`src/rtl/max7219_sink.sv`:
```
// rtl/max7219_sink.sv - receive-side MAX7219 daisy-chain model with register images
// Optional DOUT chain output modelled when MAX7219_SINK_DOUT_EN is defined.
module max7219_sink #(
  parameter int DEVICES = 2,
  parameter int CNT_W   = 8
) (
  input  logic                   CLK_66,
  input  logic                   reset,
  input  logic                   spi_clk,
  input  logic                   spi_din,
  input  logic                   spi_load,
  output logic [DEVICES*64-1:0]  digits,
  output logic [DEVICES*8-1:0]   decode_mode,
  output logic [DEVICES*4-1:0]   intensity,
  output logic [DEVICES*3-1:0]   scan_limit,
  output logic [DEVICES-1:0]     shutdown_n,
  output logic [DEVICES-1:0]     display_test,
  output logic                   load_strobe,
  output logic                   frame_error,
  output logic                   spi_dout
);

  localparam int FW = 16 * DEVICES;
  localparam logic [CNT_W-1:0] FRAME_LEN = CNT_W'(FW);

  // [0]/[1] are the synchroniser stages, [2] holds the previous synced value
  logic [2:0]       clk_p, din_p, load_p;
  logic [FW-1:0]    shreg;
  logic [CNT_W-1:0] bit_cnt;

  logic clk_rise, load_rise, load_fall, shift_en;
  assign clk_rise  = clk_p[1] & ~clk_p[2];
  assign load_rise = load_p[1] & ~load_p[2];
  assign load_fall = ~load_p[1] & load_p[2];
  // A clock rise coinciding with a LOAD rise sees load_p[1]=1 and is dropped
  assign shift_en  = clk_rise & ~load_p[1];

  always_ff @(posedge CLK_66) begin
    if (reset) begin
      clk_p        <= 3'b000;
      din_p        <= 3'b000;
      load_p       <= 3'b111;
      shreg        <= '0;
      bit_cnt      <= '0;
      digits       <= '0;
      decode_mode  <= '0;
      intensity    <= '0;
      scan_limit   <= '0;
      shutdown_n   <= '0;
      display_test <= '0;
      load_strobe  <= 1'b0;
      frame_error  <= 1'b0;
    end else begin
      clk_p       <= {clk_p[1:0], spi_clk};
      din_p       <= {din_p[1:0], spi_din};
      load_p      <= {load_p[1:0], spi_load};
      load_strobe <= 1'b0;

      if (shift_en)
        shreg <= {shreg[FW-2:0], din_p[1]};

      if (load_fall)
        bit_cnt <= shift_en ? CNT_W'(1) : '0;
      else if (shift_en && bit_cnt != '1)
        bit_cnt <= bit_cnt + CNT_W'(1);

      if (load_rise) begin
        if (bit_cnt == FRAME_LEN) begin
          load_strobe <= 1'b1;
          // Device 0 sits nearest the driver, so it owns the last 16 bits shifted
          for (int d = 0; d < DEVICES; d++) begin
            case (shreg[16*d+8 +: 4])
              4'h1, 4'h2, 4'h3, 4'h4, 4'h5, 4'h6, 4'h7, 4'h8:
                digits[d*64 + (int'(shreg[16*d+8 +: 4]) - 1)*8 +: 8] <= shreg[16*d +: 8];
              4'h9: decode_mode[d*8 +: 8]  <= shreg[16*d +: 8];
              4'hA: intensity[d*4 +: 4]    <= shreg[16*d +: 4];
              4'hB: scan_limit[d*3 +: 3]   <= shreg[16*d +: 3];
              4'hC: shutdown_n[d]          <= shreg[16*d];
              4'hF: display_test[d]        <= shreg[16*d];
              default: ;
            endcase
          end
        end else begin
          frame_error <= 1'b1;
        end
      end
    end
  end

`ifdef MAX7219_SINK_DOUT_EN
  logic clk_fall;
  assign clk_fall = ~clk_p[1] & clk_p[2];

  always_ff @(posedge CLK_66) begin
    if (reset)
      spi_dout <= 1'b0;
    else if (clk_fall)
      spi_dout <= shreg[FW-1];
  end
`else
  assign spi_dout = 1'b0;
`endif

endmodule

```
`config.mk`:
```
export PLATFORM = sky130hd
export DESIGN_NAME = max7219_sink
export DESIGN_NICKNAME = d
export VERILOG_FILES = /design/src/rtl/max7219_sink.sv
export SDC_FILE = /design/constraint.sdc
export NUM_CORES = 1
export LEC_CHECK = 0
export ABC_AREA = 1
export BUFFER_PORTS_ARGS = -buffer_cell sky130_fd_sc_hd__buf_2
export CAP_MARGIN = 20
export CELL_PAD_IN_SITES_DETAIL_PLACEMENT = 1
export CELL_PAD_IN_SITES_GLOBAL_PLACEMENT = 1
export CORE_ASPECT_RATIO = 1.2
export CORE_UTILIZATION = 40
export DETAILED_ROUTE_END_ITERATION = 8
export GPL_ROUTABILITY_DRIVEN = 1
export PLACE_DENSITY = 0.9
export SLEW_MARGIN = 30
export SYNTH_ARGS = -nofsm -noshare
export SYNTH_HDL_FRONTEND = slang
export SYNTH_SLANG_ARGS = --single-unit
export TNS_END_PERCENT = 100
```
`constraint.sdc`:
```
create_clock -name CLK_66 -period 3.7 [get_ports CLK_66]
set_clock_uncertainty 0.15 [all_clocks]
set_input_delay 0.925 -clock CLK_66 [delete_from_list [all_inputs] [get_ports CLK_66]]
set_output_delay 0.925 -clock CLK_66 [all_outputs]
set_load 0.02 [all_outputs]
```
* Yosys cells after proc, flatten, opt, wreduce, memory -nomap -nowiden
Index checks and enable logic that the tools add are counted.
** Cells by class
- Add/subtract/negate cells :: 6
- Equality and inequality tests :: 28
- Shifts and indexed selects :: 4
- Muxes and demuxes :: 11
- Bitwise operators :: 9
- Reduce and logical (&&, ||, !) cells :: 17
** Operator list (number)
- two-way mux 128 bit :: 5
- bitwise mux 128 bit :: 2
- variable shift 8 x 33 -> 128 bit, first input constant :: 2
- variable part select 8 x 33 -> 128 bit :: 2
- equality test 4 bit, second input constant :: 12
- negator 8 -> 33 bit :: 1
- negator 9 -> 33 bit :: 1
- equality test 4 x 3 -> 1 bit, second input constant :: 8
- AND reduction 3 bit :: 10
- equality test 4 x 2 -> 1 bit, second input constant :: 4
- two-way mux 8 bit :: 2
- OR reduction 8 bit :: 2
- subtractor 4 x 1 -> 5 bit, second input constant :: 2
- adder 8 x 8 -> 9 bit, first input constant :: 1
- adder 8 x 1 -> 8 bit, second input constant :: 1
- equality test 4 x 1 -> 1 bit, second input constant :: 2
- equality test 8 x 6 -> 1 bit, second input constant :: 1
- inequality test 8 bit, second input constant :: 1
- NOT 1 bit :: 5
- bitwise AND 1 bit :: 4
- AND reduction 2 bit :: 2
- two-way mux 1 bit :: 2
- nonzero test 2 bit :: 1
- OR reduction 2 bit :: 1
- logical AND 1 bit :: 1
** Word-level totals
- Flip-flop bits (word level) :: 208
- Input bits :: 5
- Output and inout port bits :: 165
- Logic and storage cells :: 93

* Longest topological paths before layout
Gate-level depths: netlist of the first run.
- Word-level depth :: 10
- Mapped depth :: 25
- Gate-level depth less buffers :: 23

* Worst setup path before layout of the first run
No wires, ideal clock.
- Path kind :: reg-to-reg
- Start point :: register shreg[8]
- End point :: register digits[19]
- Setup time :: 0.132 ns
- Arrival time :: 3.115 ns
- Required time :: 3.418 ns
- Path slack :: 0.303 ns
- Cell stages (with the launch flop) :: 22
- Path buffers :: 2
- Period minus slack after synthesis :: 3.397 ns
- Cell sequence :: dfxtp_1 -> inv_1 -> ha_1 -> nand2_1 -> nor2_2 -> nand3_2 -> inv_1 -> ha_1 -> buf_2 -> inv_2 -> nand2_1 -> nor2_1 -> nand3_1 -> nand2_1 -> nand3_1 -> nor2_1 -> buf_2 -> nand3_1 -> o21ai_0 -> nand2_1 -> nand3_1 -> a21oi_1
** Between the ends
- Cells in the longest elaborated chain, start to end :: 10
** Ends and longest elaborated chain
- start, declared :: line 28 : logic [FW-1:0] shreg;
- start signal, assigned :: line 60 : shreg <= {shreg[FW-2:0], din_p[1]};
- subtractor 4 x 1 -> 5 bit :: line 74 : digits[d*64 + (int'(shreg[16*d+8 +: 4]) - 1)*8 +: 8] <= shreg[16*d +: 8];
- negator 8 -> 33 bit :: line 74
- variable part select 8 x 33 -> 128 bit / variable shift 8 x 33 -> 128 bit (equally long branches) :: line 74
- bitwise mux 128 bit :: line 74
- two-way mux 128 bit (*) :: line 72 : case (shreg[16*d+8 +: 4])
- two-way mux 128 bit (*) :: line 68 : if (bit_cnt == FRAME_LEN) begin
- two-way mux 128 bit (*) :: line 67 : if (load_rise) begin
- two-way mux 128 bit (*) :: line 39 : if (reset) begin
- bitwise mux 128 bit :: line 74
- two-way mux 128 bit (*) :: line 72
- end signal, assigned by index :: line 74
- end, declared :: line 12 : output logic [DEVICES*64-1:0] digits,
Every way passes the cells marked *; elsewhere a longest branch is shown, timed or not. The select of a mux whose other input is x is not followed.
A chain may end at the register's enable or synchronous reset.

* Worst setup path in the final report of the first run
- Start point :: register shreg[25]
- End point :: register digits[55]
** Between the ends
- Cells in the longest elaborated chain, start to end :: 6
** Ends and longest elaborated chain (line)
- subtractor 4 x 1 -> 5 bit :: 74
- adder 8 x 8 -> 9 bit :: 74
- negator 9 -> 33 bit :: 74
- variable part select 8 x 33 -> 128 bit / variable shift 8 x 33 -> 128 bit (equally long branches) :: 74
- bitwise mux 128 bit :: 74
- two-way mux 128 bit (*) :: 72
Every way passes the cells marked *; elsewhere a longest branch is shown, timed or not.

==> qor.yml, run 1 <==
num_vias: 14700
seqPwrFrac_pct: 43.6
clk_pin_slew_worst_paths_ps: 60
synth_xor_area_share_pct: 0.620
critPathKind: "reg -> reg"
async_flop_share_pct: 0
crit_cells: 20
ys_ff_latch: 208
drive_above_1_share_pct: 17.3
endpoint_kind: "flop"
cp.arrival_ps: 3790
nNetsFinal: 2217
clock_latency_ps: 530
rr_worst_depth: 20
vias_per_cell: 5.64
timing.rr.start: "shreg[25]$_SDFFE_PP0P_"
clock_power_share_pct: 49.2
ys_types: 38
wl_mm: 52.1
finalSetupViolCount: 0
yosys_warnings: 0
netSwitchingPower_mw: 1.33
r2r-end: "digits[55]$_SDFFE_PP0P_"
gr-total-overflow: 0
cts.sinks: 208
dp_hpwl_mm: 37.9
slew_headroom_pct: 38.7
cts_tree: "yes"
start_util_pct: 40.5
drc: 0
area_growth_pct: 21.5
cp-endpoint: "digits[55]$_SDFFE_PP0P_"
synth_adder_area_share_pct: 2.14
finalHoldViolations: 0
htree_levels: 1
gp_congestion: 1.02
synth.area.top_cells: "dfxtp_1, nand2_1, nand3_1"
synth_top_family_by_area: "simple AND/OR/NAND/NOR gates"
synth_ff_type: "dfxtp_1"
die_h_um: 194
io-pin-count: 170
muxShareOfSynthArea_pct: 0
setup_tns_ps: 0
root_buffer: "clkbuf_16"
ir_drop_mv: 0.259
synth_top_cell_by_area: "dfxtp_1"
cpMostUsedCell: "nor2_1"
antenna-diode-count: 0
pre_cts_ws_ps: -70.1
fin_crit_sh_pct: 93.7
wl_per_cell_um: 20.0
core-area_mm2: 0.0304
rows: 70
internal_power_mw: 3.84
worstPathRequired_ps: 4020
die-area_mm2: 0.0315
setup_slack_ps: 233
yosysSeqAreaShare_pct: 33.8
grt_pass1_vias: 14800
power.density_mw_per_mm2: 346
power.total_mw: 5.17
grt_first_pass_wirelength_mm: 81.4
max_stage_delay_ps: 340
synth_compound_area_share_pct: 15.2
post-route-min-period_ps: 3470
max-cap-violations: 0
r2r_setup_slack_ps: 230
critical-path-top-delay-family: "simple AND/OR/NAND/NOR gates"
tightest_slew_ps: 919
synth-edff-count: 0
synth_top_area_share_pct: 33.8
cts_max_path_buffers: 3
die_x_um: 162
pwr-share-comb_pct: 7.2
drt-pass1-iter-count: 5
worst_path_max_delay_cell: "dfxtp_1"
drt_iter0_markers: 1084
crit_fanout: 7
cts_buffers: 24
syn_nets: 2026
grt_antenna_before_repair: 3
n_fill_cell: 4176
critPathBufInv: 6
start_kind: "flop"
hold_start: "din_p[0]$_SDFF_PP0_"
switching_share_pct: 25.8
yosysMostFrequentCell: "nand2_1"
yosys-top-cells-count: "nand2_1, nor2_1, inv_1"
worstSetupStartpoint: "shreg[25]$_SDFFE_PP0P_"
synthSimpleGateAreaFrac_pct: 37.6
drv_slew: 0
gr-usage-all-layers_pct: 32.7
hold_class: "reg -> reg"
port_buffers: 168
fmax_ghz: 0.288
power.leakage_nw: 6.70
synth_area_per_cell_um2: 6.15
cp_cell_sequence: "inv_1 > ha_2 > nand3_4 > nor2_4 > inv_1 > ha_1 > inv_1 > nor3_1 > nand3_1 > nand2_1 > nand4_4 > nor2_2 > buf_4 > nand2_1 > inv_2 > buf_4 > nor2_1 > nor2_1 > nor2_1 > nor2_1"
status: "finished clean"
synth_area_mm2: 0.0123
ant_nets: 0
synthCells: 2000
grt_max_degree: 103
==> worst min-delay path, stage by stage, from the launching register on <==
cell     delay, ps
dfxtp_1        300
inv_1           40
nor2_1          30
==> layer usage <==
layer,global-route usage (%),up-vias,part of all wire (%)
met5,0,-,0.048
met4,20.2,4,6.5
met3,5.35,189,6.4
met2,55.5,545,48
met1,38.1,7067,39
li1,-,6891,-
==> power groups by stage <==
stage	combinational (mW)	clock (mW)	sequential [mW]
after floorplan	0.218	0	2.30
after global placement	0.336	0	2.30
final	0.372	2.54	2.25
after detailed placement	0.343	0	2.30
after CTS	0.350	2.57	2.25
after global routing	0.399	2.66	2.25
==> final cells by class <==
cell class | instances | area, um^2 | area share (%)
multi-input cells | 1456 | 6960 | 46.6
well taps | 396 | 495 | 3.31
inverters | 234 | 890 | 5.95
clock inverters | 13 | 159 | 1.06
repair inverters | 1 | 5.00 | 0.0335
clock buffers | 31 | 668 | 4.47
repair buffers | 266 | 1610 | 10.8
flip-flops and latches | 208 | 4170 | 27.9
==> registers in the layout (all words and copies together), names as in the netlist, 2 cells and up <==
name,cells
digits,128
display_test,2
clk_p,3
load_p,3
intensity,8
scan_limit,6
shreg,28
bit_cnt,8
decode_mode,16
din_p,2
shutdown_n,2
==> per-stage QoR <==
step / cell area [um^2] / util, % / instances / hold slack, ps
after floorplan: 12300 / - / 2000 / 238
after global routing: 15000 / 49.2 / 2605 / 279
after global placement: 14000 / 45.9 / 2557 / 240
after CTS: 14800 / 48.7 / 2601 / 270
final: 15000 / 49.2 / 2605 / 270
after detailed placement: 14000 / 46.0 / 2557 / 260
==> cells by family (layout without fill, tap and decap cells) <==
kind of cell,count (synthesis),after routing
adders and majority gates,21,21
buffers and inverters,336,545
and+or+nand+nor,1073,1073
DFF,208,208
xor gates and xnor gates,7,7
other,1,1
AOI/OAI and AO/OA,354,354
==> how the worst min path moves through the flow <==
| stage | cells past startpoint | slack [ps] | to |
|---|---|---|---|
| final | 2 | 270 | din_p[1]$_SDFF_PP0_ |
| after global routing | 2 | 280 | din_p[1]$_SDFF_PP0_ |
| after CTS | 1 | 270 | load_p[1]$_SDFF_PP1_ |
| after detailed placement | 1 | 260 | load_p[1]$_SDFF_PP1_ |
| after global placement | 1 | 240 | load_p[1]$_SDFF_PP1_ |
| after floorplan | 2 | 240 | clk_p[1]$_SDFF_PP0_ |
==> placed cells by master (no fill, tap or decap), drive strengths merged <==
master    Yosys  routed
nand2       471     471
a221oi        1       1
a21oi       177     177
bufinv        0       3
xor2          6       6
clkinv        4      12
clkbuf       69      31
or2           5       5
clkinvlp      0       6
o21ai       139     139
a211oi       21      21
nor2        290     290
o21a          7       7
o31ai         5       5
dfxtp       208     208
xnor2         1       1
nand4        62      62
nor3         28      28
a31oi         4       4
inv         230     227
nand3       214     214
ha           21      21
conb          1       1
buf          33     266
nor4          3       3
==> repair_timing <==
item	CTS	global route
setup endpoints to repair	24	117
gates resized for setup	2	29
buffers inserted	0	3
pin swaps	0	3
gates cloned	0	1
hold buffers	0	0
Power figures use the tool's default switching activity.
==> run 2, diff against run 1 <==
ABC_CLOCK_PERIOD_IN_PS = 3700   (was default)
PLACE_DENSITY = 0.79   (was 0.9)
==> run 2 against run 1 <==
First-iteration DRC count fell by 18%. Register-to-register slack barely moved. Flip-flop and latch count did not move. Clock-buffer cell count rose by 1. Global-route usage fell by 0.20 points.
==> qor.yml, run 2 (synthesis results as in run 1) <==
pwr-share-comb_pct: 6.7  # -0.5 points
layout_commonest_cell: "nand2_1"
grt_pass1_vias: 14600  # -1.2%
timing.rr.start: "shreg[25]$_SDFFE_PP0P_"
drt-pass1-iter-count: 5  # unchanged
clock_power_share_pct: 50.8  # +1.6 points
status: "finished clean"
vias_per_cell: 5.51  # -2.3%
die_h_um: 194  # unchanged
worstSetupStartpoint: "shreg[25]$_SDFFE_PP0P_"
setup_slack_ps: 219  # -14.2 ps
worst_path_max_delay_cell: "dfxtp_1"
setup_tns_ps: 0  # unchanged
finalSetupViolCount: 0  # unchanged
cts_buffers: 25  # +4.2%
start_util_pct: 40.5  # unchanged
critPathBufInv: 4  # -2
fin_crit_sh_pct: 94.1  # +0.38 points
tightest_slew_ps: 771  # -148 ps
die-area_mm2: 0.0315  # unchanged
area_growth_pct: 22.2
cp.arrival_ps: 3780  # about the same
cts_max_path_buffers: 3  # unchanged
largestRegisters: "digits: 128 flops, shreg: 28 flops, decode_mode: 16 flops"
start_kind: "flop"
grt_antenna_before_repair: 0  # -3
gr-total-overflow: 0  # unchanged
switching_share_pct: 25.0  # -0.79 points
gr-usage-all-layers_pct: 32.5  # -0.20 points
r2r_setup_slack_ps: 220  # about the same
fin_util_pct: 49.5  # +0.28 points
layout_common_cells: "nand2_1, nor2_1, inv_1"
post-route-min-period_ps: 3480  # +14.2 ps
cp_cell_sequence: "inv_1 > ha_2 > nand3_2 > inv_1 > ha_1 > or2_2 > nor2_1 > nand3_1 > nand2_1 > nand4_2 > nor2_1 > buf_4 > nand4_1 > buf_4 > nand2_1 > nand3_1 > a21oi_1"
cts.sinks: 208  # unchanged
pre_cts_ws_ps: -5.60  # +64.5 ps
grt_first_pass_wirelength_mm: 80.7  # -0.92%
endpoint_kind: "flop"
die_x_um: 162  # unchanged
clock_latency_ps: 540  # about the same
drt_iter0_markers: 886  # -18%
seqPwrFrac_pct: 42.5  # -1.1 points
core-area_mm2: 0.0304  # unchanged
ir_drop_mv: 0.380  # +47%
top_register: "digits"
cp-endpoint: "digits[23]$_SDFFE_PP0P_"
grt_setup_unrepaired: "false"
whs_ps: 260  # -9.71 ps
power.leakage_nw: 6.76  # +0.90%
gp_congestion: 0.939  # -7.5%
wl_per_cell_um: 19.6  # -1.9%
antenna-diode-count: 0  # unchanged
internal_power_mw: 3.98  # +3.7%
clk_pin_slew_worst_paths_ps: 60  # about the same
grt_max_degree: 153  # +49%
root_buffer: "clkbuf_16"
htree_levels: 1  # unchanged
fmax_ghz: 0.287  # -0.41%
n_fill_cell: 4256  # +1.9%
r2r-end: "digits[23]$_SDFFE_PP0P_"
max_stage_delay_ps: 330  # about the same
rows: 70  # unchanged
drc: 0  # unchanged
port_buffers: 168  # unchanged
worstPathRequired_ps: 4000  # -20 ps
crit_fanout: 8  # +1
critPathKind: "reg -> reg"
rr_worst_depth: 17  # -15%
ant_nets: 0  # unchanged
hold_buffers: 0  # unchanged
nNetsFinal: 2221  # +0.18%
dp_hpwl_mm: 36.8  # -3.0%
hold_class: "reg -> reg"
drive_above_1_share_pct: 17.4  # about the same
num_vias: 14400  # -2.1%
critical-path-top-delay-family: "simple AND/OR/NAND/NOR gates"
netSwitchingPower_mw: 1.33  # -0.51%
max-cap-violations: 0  # unchanged
cts_tree: "yes"
io-pin-count: 170  # unchanged
largest_reg_flops: 128  # unchanged
drv_slew: 0  # unchanged
wl_mm: 51.2  # -1.8%
power.density_mw_per_mm2: 353  # +2.1%
crit_cells: 17  # -15%
power.total_mw: 5.31  # +2.6%
finalHoldViolations: 0  # unchanged
slew_headroom_pct: 48.1  # +9.4 points
run 2: cell count changes in the layout (fill, tap and decap cells not counted), moves of 2 or more:
cell | previous run | this run
ha_2 | 3 | 1
clkinv_4 | 3 | 1
nor2_4 | 5 | 7
buf_4 | 96 | 98
nor4_2 | 2 | 0
nand3_4 | 2 | 0
inv_1 | 215 | 217
clkbuf_1 | 4 | 1
buf_12 | 2 | 5
nor4_1 | 1 | 3
clkbuf_8 | 2 | 6
ha_1 | 18 | 20
run 2: worst min-delay path by stage:
stage | end | start | cells after the start
floorplan | clk_p[1]$_SDFF_PP0_ | clk_p[0]$_SDFF_PP0_ | 2
global placement | clk_p[1]$_SDFF_PP0_ | clk_p[0]$_SDFF_PP0_ | 2
detailed placement | din_p[1]$_SDFF_PP0_ | din_p[0]$_SDFF_PP0_ | 2
CTS | din_p[1]$_SDFF_PP0_ | din_p[0]$_SDFF_PP0_ | 2
global route | din_p[1]$_SDFF_PP0_ | din_p[0]$_SDFF_PP0_ | 2
finish | din_p[1]$_SDFF_PP0_ | din_p[0]$_SDFF_PP0_ | 2
run 2: power groups by stage:
stage               Clock (mW)  Sequential (mW)  Combinational (mW)
floorplan                    0             2.30               0.218
global placement             0             2.30               0.339
detailed placement           0             2.30               0.344
CTS                       2.73             2.25               0.347
global route              2.81             2.25               0.385
finish                    2.69             2.25               0.357
run 2: area by class of cell:
| cell class | count | area [um^2] | area share (%) |
|---|---|---|---|
| clock inverters | 13 | 179 | 1.19 |
| repair buffers | 270 | 1670 | 11.1 |
| clock buffers | 32 | 712 | 4.74 |
| multi-input cells | 1456 | 6930 | 46.1 |
| well taps | 396 | 495 | 3.30 |
| inverters | 234 | 882 | 5.87 |
| flip-flops and latches | 208 | 4160 | 27.7 |
run 2: what timing repair did:
item,4_1_cts,5_1_grt
pin swaps,1,2
endpoints found under the setup margin,4,128
buffers inserted,2,3
gates resized for setup,3,23
run 2: metrics by stage:
stage	area, um^2	std cells
2_1_floorplan	12300	2000
6_report	15000	2609
4_1_cts	14900	2606
3_5_place_dp	14000	2559
5_1_grt	15000	2609
3_3_place_gp	14000	2559
run 2: worst reg2reg max path, cell delays in order (launching register included):
cell     delay, ps
dfxtp_1        330
inv_1          100
ha_2           230
nand3_2        140
inv_1          240
ha_1           310
or2_2          280
nor2_1         100
nand3_1         70
nand2_1        100
nand4_2        280
nor2_1         240
buf_4          160
nand4_1         80
buf_4          210
nand2_1         80
nand3_1        110
a21oi_1        180
run 2: per-layer routing:
metal  vias up  track usage [%]  share of wire (%)
met3       130             4.41                5.1
met2       436             56.8                 49
met5         -                0                  0
li1       6887                -                  -
met1      6934             38.6                 41
met4         0             16.1                5.0
